## config.mk

```make
export PLATFORM = sky130hd
export DESIGN_NAME = fifo_stream_reader
export DESIGN_NICKNAME = d
export VERILOG_FILES = /design/src/rtl/fifo_stream_reader.sv
export SDC_FILE = /design/constraint.sdc
export NUM_CORES = 1
export LEC_CHECK = 0
export ABC_AREA = 1
export BUFFER_PORTS_ARGS = -buffer_cell sky130_fd_sc_hd__buf_4
export CORE_AREA = 2 2 73 75
export CTS_CLUSTER_SIZE = 24
export DETAILED_ROUTE_END_ITERATION = 10
export DIE_AREA = 0 0 75 77
export GPL_TIMING_DRIVEN = 0
export HOLD_SLACK_MARGIN = 0.1
export SLEW_MARGIN = 20
export SYNTH_ARGS = -nofsm -noshare
export SYNTH_HDL_FRONTEND = slang
export SYNTH_SLANG_ARGS = --single-unit
```

## constraint.sdc

```tcl
create_clock -name clk -period 1.9 [get_ports clk]
set_clock_uncertainty 0.15 [all_clocks]
set_input_delay 0.285 -clock clk [delete_from_list [all_inputs] [get_ports clk]]
set_output_delay 0.285 -clock clk [all_outputs]
set_load 0.05 [all_outputs]
```

## src/rtl/fifo_stream_reader.sv

```systemverilog
// -----------------------------------------------------------------------------
// fifo_stream_reader
//
// Drain stage for a standard-mode (non-FWFT) FIFO. It issues reads against the
// FIFO's empty/dout pair, where data arrives one cycle after the read strobe.
// Captured words go into a 2-entry prefetch buffer (shift form: entry 0 is
// always the head). The buffer is presented as a valid/ready stream at full
// throughput. A beat counter frames the stream into BURST_LEN-beat bursts.
//
// Parameters
//   DSIZE      data width, equal to the FIFO's data width
//   BURST_LEN  beats per burst (>= 1); m_last marks every BURST_LEN-th beat
//
// Ports
//   clk         read-side clock
//   rst         synchronous active-high reset
//   fifo_dout   FIFO read data, valid the cycle after an accepted read
//   fifo_empty  FIFO empty flag
//   fifo_rd_en  FIFO read strobe (combinational, includes m_ready)
//   m_data      stream data (buffer head)
//   m_valid     stream valid
//   m_last      last beat of the current burst, qualified by m_valid
//   m_ready     stream ready from the consumer
//   burst_cnt   index of the current beat within the burst
// -----------------------------------------------------------------------------
module fifo_stream_reader #(
    parameter int DSIZE     = 8,
    parameter int BURST_LEN = 16
) (
    input  logic                         clk,
    input  logic                         rst,
    input  logic [DSIZE-1:0]             fifo_dout,
    input  logic                         fifo_empty,
    output logic                         fifo_rd_en,
    output logic [DSIZE-1:0]             m_data,
    output logic                         m_valid,
    output logic                         m_last,
    input  logic                         m_ready,
    output logic [$clog2(BURST_LEN):0]   burst_cnt
);

    localparam int               CNT_W     = $clog2(BURST_LEN) + 1;
    localparam logic [CNT_W-1:0] LAST_BEAT = CNT_W'(BURST_LEN - 1);

    // Prefetch buffer, entry 0 is the head.
    logic [DSIZE-1:0] buf_reg  [2];
    logic [DSIZE-1:0] buf_next [2];

    logic [1:0]       occ_reg;
    logic [1:0]       occ_next;
    logic             pend_reg;
    logic [CNT_W-1:0] cnt_reg;
    logic [CNT_W-1:0] cnt_next;

    logic             pop;
    logic [1:0]       occ_after_pop;
    logic [1:0]       inflight;

    assign m_valid       = (occ_reg != 2'd0);
    assign pop           = m_valid & m_ready;

    // Words held or on their way: buffered plus the one read last cycle.
    // Never exceeds 2, so 2 bits suffice.
    assign inflight      = occ_reg + {1'b0, pend_reg};
    assign occ_after_pop = occ_reg - {1'b0, pop};
    assign occ_next      = occ_after_pop + {1'b0, pend_reg};

    // A read is only issued when the slot it will land in is guaranteed free
    // once this cycle's pop is accounted for; that keeps inflight <= 2 while
    // still sustaining one read per cycle when the consumer is ready.
    assign fifo_rd_en    = !rst && !fifo_empty && ((inflight - {1'b0, pop}) < 2'd2);

    // Per-entry next value: shift towards the head on pop, then drop the
    // captured word into the first free slot after that shift.
    genvar gi;
    generate
        for (gi = 0; gi < 2; gi++) begin : g_entry
            localparam int SRC = (gi < 1) ? gi + 1 : gi;
            logic [DSIZE-1:0] shifted;

            assign shifted      = pop ? buf_reg[SRC] : buf_reg[gi];
            assign buf_next[gi] = (pend_reg && (occ_after_pop == 2'(gi))) ? fifo_dout : shifted;
        end
    endgenerate

    always_comb begin
        cnt_next = cnt_reg;
        if (pop) begin
            cnt_next = (cnt_reg == LAST_BEAT) ? '0 : cnt_reg + 1'b1;
        end
    end

    always_ff @(posedge clk) begin
        if (rst) begin
            for (int i = 0; i < 2; i++) begin
                buf_reg[i] <= '0;
            end
            occ_reg  <= 2'd0;
            pend_reg <= 1'b0;
            cnt_reg  <= '0;
        end else begin
            for (int i = 0; i < 2; i++) begin
                buf_reg[i] <= buf_next[i];
            end
            occ_reg  <= occ_next;
            pend_reg <= fifo_rd_en;
            cnt_reg  <= cnt_next;
        end
    end

    assign m_data    = buf_reg[0];
    assign m_last    = m_valid && (cnt_reg == LAST_BEAT);
    assign burst_cnt = cnt_reg;

endmodule

```

==> results of run 1 <==
## cells by family (layout without fill, tap and decap cells)
group	after synthesis	count (layout)
AOI/OAI and AO/OA	25	25
buffers and inverters	32	74
and+or+nand+nor	89	89
adders and majority gates	1	1
DFF	24	24
## area by class of cell
class,instances,share of cell area
clock buffer,4,0.0382
multi-input combinational,115,0.350
sequential,24,0.285
buffer,16,0.0642
timing repair buffer,38,0.178
inverter,16,0.0346
tap,70,0.0505
## report_power, final
part / internal [mW] / leakage (nW) / switching [mW]
sequential: 0.527 / 0.199 / 0.0155
combinational: 0.124 / 0.557 / 0.166
clock: 0.229 / 0.0339 / 0.171
## cell usage in the layout (no fill, tap or decap), types with 5 or more instances in the layout
cell type,netlist,layout
buf_4,9,40
o21ai_1,8,8
dlygate4sd3_1,0,5
nand3b_1,8,8
nand2_1,33,32
inv_1,15,14
nand3_1,14,12
nor2_1,24,24
a21oi_1,11,11
dfxtp_1,24,19
## worst register-to-register path, cell delays in order, from the launching register on
cell and delay (ns):
dfxtp_1 0.31, buf_6 0.12, inv_2 0.05, nand2_2 0.08, buf_4 0.14, nand3_1 0.08, nand4_2 0.20, buf_4 0.25
nand2_1 0.06, nand2_1 0.04, nor2_1 0.10
## per-layer routing
layer,vias to the layer above,part of all wire,track usage
met1,494,0.50,0.136
met4,0,0.0082,0.0429
met2,22,0.45,0.156
met5,-,0,0
li1,626,-,-
met3,2,0.036,0.0237
## final timing paths
path / cells after the start / endpoint / start
max: 8 / fifo_rd_en / occ_reg[0]
min: 3 / buf_reg[0][12] / fifo_dout[4]
max reg2reg: 10 / buf_reg[0][14] / occ_reg[0]
min reg2reg: 2 / buf_reg[0][5] / buf_reg[0][5]
## per-stage QoR
stage	cells	instance area, sq um	setup TNS (ns)
6_report	283	1740	0
5_1_grt	283	1740	-0.0111
4_1_cts	281	1700	0
3_5_place_dp	268	1530	0
3_3_place_gp	268	1530	0
2_1_floorplan	171	1240	0
## what timing repair did
action / CTS / global route
endpoints found under the setup margin: 1 / 2
hold endpoints to repair: 5 / 0
hold buffers: 5 / 0
pin swaps: 2 / 1
setup buffers: 4 / 2
gates resized for setup: 6 / 6
==> summary.txt, run 1 <==
Drt
  • Drt total wl: about 2800 microns
  • Routed Antenna Nets: 0
  • Pre-antenna DRT Iters: 4
  • Drt wl/cell: around 9.9 microns
  • DR vias/cell: 4.04
  • Via count: around 1100
  • DR iter-0 viols: 54
  • # DRC: 0

STA
  • RSZ-0062 raised after global routing: true
  • Slew Limit Fails: 0
  • Period utilisation layout: 0.968
  • Slew margin rel.: 0.667
  • Final min period: 1.84 ns
  • Final Worst Setup Slack: 0.0611 ns
  • Worst-Margin Slew: approximately 0.5 ns
  • Final setup vio count: 0
  • Hold_ws: 0.108 ns
  • Fmax achieved: around 0.54 GHz
  • Endpoints failing hold: 0

Setup path
  • Setup CP Type: flip-flop to output port
  • CP Capture Type: output port
  • Crit Path Max Fanout: 5
  • Cell Chain, Critical Path: buf_6 -> inv_2 -> nand2_2 -> nand2_4 -> nand3_1 -> nand3_2 -> and3_4 -> buf_8
  • CP startpoint kind: flip-flop
  • Buf/Inv on CP: 3
  • WP data arrival: 1.40 ns
  • Critical path's top delay family: simple AND/OR/NAND/NOR gates
  • Worst EP required: 1.46 ns
  • Worst path max stage delay: approximately 0.31 ns
  • Setup slack, reg-to-reg: 0.27 ns
  • Worst path slowest cell: dfxtp_1

Cells and area
  • Fillers: 530
  • Antenna Diode Count: 0
  • Final nets: 227
  • Final core area utilization: 0.349
  • Area occupied by multi-input gates: ~610 sq um
  • Sequential Area: 494 sq um
  • Max reg flops: 16
  • Area delta synth->final: 42.4%
  • Share of cells above drive strength 1: 0.315

Power and ir drop
  • Pwr Total: roughly 1.2 mW
  • Power Dens Cells: around 700 nW/um^2
  • Pleak: between 0.7 and 0.8 nW
  • Maximum vdd drop: 0.000309 V

Synthesis
  • Number of synthesized register bits: 24
  • Synth Area in Compound Gates: 0.116
  • Post-Synth XOR/XNOR Area: 0
  • Seq/Total Area, Yosys: 0.394
  • Commonest cells post-synth: nand2_1, dfxtp_1, nor2_1
  • Async SR Flop Fraction: 0
  • Area share of the largest cell type after synthesis: 0.394
  • Mapped Cells: 171
  • Main area contributors after synthesis: dfxtp_1, nand2_1, nor2_1
  • Fraction of the mapped netlist area in adder cells: 0.0103
  • Cell Area, Synth: approximately 1200 sq um
  • Primary FF master, synth: dfxtp_1
  • Distinct cell type count after synthesis: 26
  • Syn nets: 184
  • Count leader, synth: nand2_1
  • Post-synth EDFFs: 0
  • Mapped Avg Cell Area: approximately 7.1 sq um
  • Mux cell area share after synthesis: 0
  • Simple-gate share of the synthesized area: 0.344
  • Largest family of logic cells by synthesized area: simple AND/OR/NAND/NOR gates
  • Largest area contributor in the netlist: dfxtp_1
  • Synth warn: 0

Global route
  • Largest net degree at the start of global routing: 15
  • Gr usage total: 0.102
  • Initial antenna violation count: 0
  • Gr ovfl total: 0
  • Vias in the first global route: between 1000 and 1500
  • First-pass GRT wire length: ~4700 microns

Placed design
  • Detailed placement HPWL: around 2100 microns
  • RePlAce Congestion: 0.750
  • DP Worst Slack: roughly 0.15 ns
  • Port Buffer Count: 27

Clocking
  • Root Buffer: clkbuf_8
  • H-tree levels: 1
  • Skew-Pair Late Insertion Delay: ~0.27 ns
  • Max clock buf depth: 2
  • Clk sinks: 24
  • CTS clock-pin slew for the worst setup and hold paths: 0.09 ns
  • CTS tree: built
  • CTS Buf Count: 3

Die
  • Top Ports: 28
  • Die W: 75 microns
  • Initial cell density of the core: 0.245
  • DIE HEIGHT: between 70 and 80 microns
  • Die footprint: between 5000 and 6000 sq um
  • Core region area: 4980 sq um
  • Cell row count: 26

Status
  • Status: completed

Job
  • Count of max-cap constraint violations: 0

Hold path
  • Tightest Hold Check Type: primary input to flip-flop
(Power assumes the default switching activity.)
==> inputs of run 2 (changes only) <==
--- a/config.mk
+++ b/config.mk
@@ -6,11 +6,11 @@
 export NUM_CORES = 1
 export LEC_CHECK = 0
 export ABC_AREA = 1
-export BUFFER_PORTS_ARGS = -buffer_cell sky130_fd_sc_hd__buf_4
 export CORE_AREA = 2 2 73 75
 export CTS_CLUSTER_SIZE = 24
 export DETAILED_ROUTE_END_ITERATION = 10
 export DIE_AREA = 0 0 75 77
+export DONT_BUFFER_PORTS = 1
 export GPL_TIMING_DRIVEN = 0
 export HOLD_SLACK_MARGIN = 0.1
 export SLEW_MARGIN = 20
==> summary.txt, run 2 (synthesis gave the netlist of run 1 again) <==
Status
  • Status: finished with violations
  • Failing checks: setup timing

Setup path
  • CP startpoint: burst_cnt[1]
  • Startpoint of the worst-slack reg-to-reg timing path: burst_cnt[1]
  • Setup CP Type: flip-flop to output port
  • Worst path slowest cell: nor3b_4
  • CP startpoint kind: flip-flop
  • Worst path max stage delay: 0.54 ns
  • CP Capture Type: output port
  • Worst EP required: ~1.5 ns
  • WP data arrival: ~1.6 ns
  • Crit Path Max Fanout: 4
  • Cell Chain, Critical Path: ha_4 -> nand3_4 -> nor3b_4

Power and ir drop
  • Combinational power share: 0.215
  • Register share of total power: 0.506
  • Pwr Total: ~1.1 mW
  • Switching fraction of total power: 0.302
  • Clock power share: 0.279
  • Internal power: around 770 uW
  • Power Dens Cells: approximately 700 nW/um^2
  • Switching power: between 300 and 400 uW
  • Maximum vdd drop: 0.000283 V
  • Pleak: 0.645 nW

STA
  • Period utilisation layout: 1.05
  • Slew margin rel.: 0.592
  • RSZ-0062 raised after global routing: true
  • Hold_ws: ~0.13 ns
  • Final Worst Setup Slack: -0.0887 ns
  • Endpoints failing hold: 0
  • Worst-Margin Slew: 0.611 ns
  • Final setup vio count: 1
  • Total negative slack: -0.0887 ns
  • Slew Limit Fails: 0
  • Final min period: between 1.5 and 2 ns
  • Fmax achieved: ~0.5 GHz

Drt
  • DR vias/cell: approximately 4.3
  • Pre-antenna DRT Iters: 4
  • Drt total wl: 2870 microns
  • DR iter-0 viols: between 50 and 60
  • Drt wl/cell: between 10 and 15 microns
  • Via count: ~1100
  • Routed Antenna Nets: 0
  • # DRC: 0

Cells and area
  • Commonest non-fill, non-tap cell in the layout: nand2_1
  • Most frequent cells in the layout: nand2_1, nor2_1, dfxtp_1
  • Final nets: just over 200
  • Final core area utilization: 0.315
  • Sequential Area: about 490 sq um
  • Max reg flops: 16
  • Design area: around 1600 sq um
  • Non-Filler Instances: 258
  • Antenna Diode Count: 0
  • Fillers: around 530
  • Area occupied by multi-input gates: approximately 640 sq um
  • Share of cells above drive strength 1: 0.202
  • Area delta synth->final: 28.6%

Clocking
  • CTS clock-pin slew for the worst setup and hold paths: approximately 0.080 ns
  • Clk sinks: 24
  • H-tree levels: 1
  • CTS Buf Count: 3
  • CTS tree: built
  • Max clock buf depth: 2
  • Root Buffer: clkbuf_8
  • Skew-Pair Late Insertion Delay: 0.26 ns

Die
  • Die W: between 70 and 80 microns
  • Core region area: around 5000 sq um
  • DIE HEIGHT: approximately 77 microns
  • Die footprint: 5780 sq um
  • Top Ports: 28
  • Initial cell density of the core: 0.245
  • Cell row count: 26

Hold path
  • Hold path startpoint: m_ready
  • Tightest Hold Check Type: primary input to flip-flop

Placed design
  • Placed standard-cell area: 1330 sq um
  • Port Buffer Count: 0
  • Placed cells: 241
  • RePlAce Congestion: 0.752
  • DP Worst Slack: -0.0833 ns
  • Detailed placement HPWL: just over 2000 microns

Job
  • Count of max-cap constraint violations: 0

Global route
  • Gr ovfl total: 0
  • Gr usage total: 0.111
  • Initial antenna violation count: 0
  • First-pass GRT wire length: 5030 microns
  • Largest net degree at the start of global routing: 14
  • Vias in the first global route: ~1100
-- run 2: timing repair --
action,4_1_cts,5_1_grt
resized for setup,16,1
hold buffers,11,0
buffers inserted,2,0
pin swaps,4,2
hold endpoints to repair,13,0
endpoints found under the setup margin,4,2
gates cloned,0,0
-- run 2: final cells by class --
class                   instances  share of cell area
multi-input cells             115               0.409
flip-flops and latches         24               0.314
repair buffers                 13              0.0798
plain buffers                  16              0.0710
well taps                      70              0.0559
inverters                      16              0.0415
clock buffers                   4              0.0287
-- run 2: final timing paths --
path,end,slack (ns),cells after the start
setup reg to reg,burst_cnt[3],0.07,6
hold reg to reg,buf_reg[0][6],0.34,2
hold / removal,occ_reg[1],0.13,3
setup / recovery,m_last,-0.09,3
-- run 2: power groups by stage --
stage | registers, mW | clock network, mW | logic, mW
after detailed placement | 0.565 | 0 | 0.204
final | 0.555 | 0.307 | 0.236
after global routing | 0.560 | 0.343 | 0.259
after CTS | 0.555 | 0.321 | 0.237
after floorplan | 0.561 | 0 | 0.179
after global placement | 0.565 | 0 | 0.201
-- run 2: metal layers --
layer  up-vias  part of all wire  GRT usage  wire, microns
met4         0             0.023     0.0536             66
met5         -                 0          0              0
met2        21              0.46      0.175           1310
li1        581                 -          -              -
met1       493              0.46      0.135           1310
met3         4             0.064     0.0302            184
-- run 2: worst max-delay path, delay by kind of cell, from the launching register on --
kind          cells  cell delay [ns]
flops             1             0.47
fa+ha+maj         1             0.18
simple gates      2             0.63
==> inputs of run 3 (changes only) <==
--- a/config.mk
+++ b/config.mk
@@ -6,13 +6,14 @@
 export NUM_CORES = 1
 export LEC_CHECK = 0
 export ABC_AREA = 1
-export CORE_AREA = 2 2 73 75
+export CORE_AREA = 2 2 59 61
 export CTS_CLUSTER_SIZE = 24
 export DETAILED_ROUTE_END_ITERATION = 10
-export DIE_AREA = 0 0 75 77
+export DIE_AREA = 0 0 61 63
 export DONT_BUFFER_PORTS = 1
 export GPL_TIMING_DRIVEN = 0
 export HOLD_SLACK_MARGIN = 0.1
+export PLACE_DENSITY = 0.54
 export SLEW_MARGIN = 20
 export SYNTH_ARGS = -nofsm -noshare
 export SYNTH_HDL_FRONTEND = slang
==> summary.txt, run 3 (synthesis gave the netlist of run 1 again) <==
Clocking
  • H-tree levels: 1
  • Skew-Pair Late Insertion Delay: 0.32 ns
  • CTS Buf Count: 3
  • CTS clock-pin slew for the worst setup and hold paths: between 0.1 and 0.15 ns
  • Root Buffer: clkbuf_4
  • CTS tree: built
  • Max clock buf depth: 2
  • Clk sinks: 24

Die
  • Die W: between 60 and 70 microns
  • Initial cell density of the core: 0.377
  • Die footprint: roughly 3800 sq um
  • Cell row count: 21
  • DIE HEIGHT: 63 microns
  • Top Ports: 28
  • Core region area: ~3200 sq um

Power and ir drop
  • Maximum vdd drop: 0.000240 V
  • Power Dens Cells: between 600 and 700 nW/um^2
  • Switching power: about 330 uW
  • Internal power: just under 700 uW
  • Combinational power share: 0.234
  • Register share of total power: 0.548
  • Switching fraction of total power: 0.321
  • Pleak: a little under 0.7 nW
  • Clock power share: 0.218

Setup path
  • Critical path's top delay family: simple AND/OR/NAND/NOR gates
  • Worst path slowest cell: nor3b_4
  • Crit Path Max Fanout: 5
  • Cell Chain, Critical Path: ha_4 -> nand3_4 -> nor3b_4
  • WP data arrival: around 1.6 ns
  • Buf/Inv on CP: 0
  • CP Capture Type: output port
  • Worst EP required: 1.46 ns
  • Setup CP Type: flip-flop to output port
  • Worst path max stage delay: between 0.5 and 0.6 ns
  • CP startpoint kind: flip-flop

Cells and area
  • Area delta synth->final: 29.0%
  • Non-Filler Instances: about 240
  • Commonest non-fill, non-tap cell in the layout: nand2_1
  • Antenna Diode Count: 0
  • Final nets: ~210
  • Max reg flops: 16
  • Share of cells above drive strength 1: 0.233
  • Most frequent cells in the layout: nand2_1, nor2_1, buf_4, dfxtp_1, inv_1

Placed design
  • Detailed placement HPWL: about 2000 microns
  • Placed cells: around 220
  • Port Buffer Count: 0
  • RePlAce Congestion: between 0.7 and 0.8
  • DP Worst Slack: -0.0932 ns

STA
  • RSZ-0062 raised after global routing: true
  • Fmax achieved: a little under 0.5 GHz
  • Hold_ws: 0.101 ns
  • Final setup vio count: 1
  • Endpoints failing hold: 0
  • Final min period: about 2.0 ns
  • Slew Limit Fails: 0
  • Total negative slack: -0.146 ns
  • Worst-Margin Slew: between 0.5 and 0.6 ns
  • Slew margin rel.: 0.602
  • Final Worst Setup Slack: -0.146 ns
  • Period utilisation layout: 1.08

Drt
  • Drt wl/cell: 11.7 microns
  • Routed Antenna Nets: 0
  • Pre-antenna DRT Iters: 4
  • DR iter-0 viols: 43
  • Drt total wl: roughly 2800 microns
  • DR vias/cell: between 4 and 5
  • # DRC: 0
  • Via count: roughly 1100

Status
  • Status: finished with violations
  • Failing checks: setup timing

Global route
  • Gr usage total: 0.162
  • Gr ovfl total: 0
  • GR Util met3: 0.0352
  • Met1 usage: 0.203
  • Initial antenna violation count: 0
  • Busiest metal layer after global routing: met2
  • Largest net degree at the start of global routing: 13
  • GR Util met2: 0.261
  • First-pass GRT wire length: 4750 microns
  • Vias in the first global route: around 1100

Hold path
  • Tightest Hold Check Type: primary input to flip-flop

Job
  • Count of max-cap constraint violations: 0
==> run 3: cell types whose count changed in the layout (fill, tap and decap cells not counted) <==
cell	before	now
buf_6	2	1
dfxtp_4	2	4
dlymetal6s4s_1	0	1
inv_4	0	1
clkbuf_4	0	3
inv_2	2	1
clkbuf_8	3	0
dlygate4sd3_1	11	10
buf_4	11	18
clkbuf_1	4	3
dfxtp_2	4	2
nand3_1	12	11
nand3_2	1	2
==> run 3: layout make-up <==
class                           count  area [sq um]
Fill cell                         351          1660
Multi-Input combinational cell    115           646
Sequential cell                    24           498
Timing Repair Buffer               20           180
Buffer                             15           100
Inverter                           16          67.6
Tap cell                           46          57.6
Clock buffer                        3          22.5
==> run 3: worst register-to-register path, delay by kind of cell (launching register included) <==
| kind | cells | cell delay [ns] |
|---|---|---|
| fa+ha+maj | 1 | 0.18 |
| simple gates | 5 | 0.93 |
| flops | 1 | 0.49 |
==> run 3: worst paths after layout <==
path / slack (ns) / start / endpoint / cells past startpoint
worst min-delay path: 0.10 / fifo_dout[4] / buf_reg[0][4] / 3
worst max register to register: 0.07 / burst_cnt[0] / burst_cnt[3] / 6
worst min register to register: 0.35 / buf_reg[0][2] / buf_reg[0][2] / 2
worst max-delay path: -0.15 / burst_cnt[0] / m_last / 3
==> run 3: timing repair <==
item                       in CTS  in global routing
pin swaps                       4                  4
cloned                          0                  0
setup buffers                   3                  6
hold buffers                   11                  0
hold endpoints to repair       20                  0
resized for setup              18                  4
setup endpoints to repair       4                  4
==> run 3: power by group through the flow <==
stage	Combinational (mW)	Sequential [mW]	Clock [mW]
floorplan	0.179	0.561	0
global placement	0.198	0.565	0
detailed placement	0.202	0.567	0
CTS	0.239	0.558	0.229
global route	0.262	0.563	0.262
finish	0.239	0.559	0.222
==> run 3: per-stage QoR <==
stage	util	total power, mW	instance area (sq um)
detailed placement	0.403	0.768	1300
global route	0.486	1.09	1570
global placement	0.403	0.764	1300
finish	0.486	1.02	1570
floorplan	-	0.740	1240
CTS	0.473	1.03	1530
==> run 3: routing by layer <==
layer  vias to the layer above  wire length (microns)
li1                        591                      -
met5                         -                      0
met4                         0                     67
met3                         7                    167
met2                        30                   1350
met1                       500                   1210
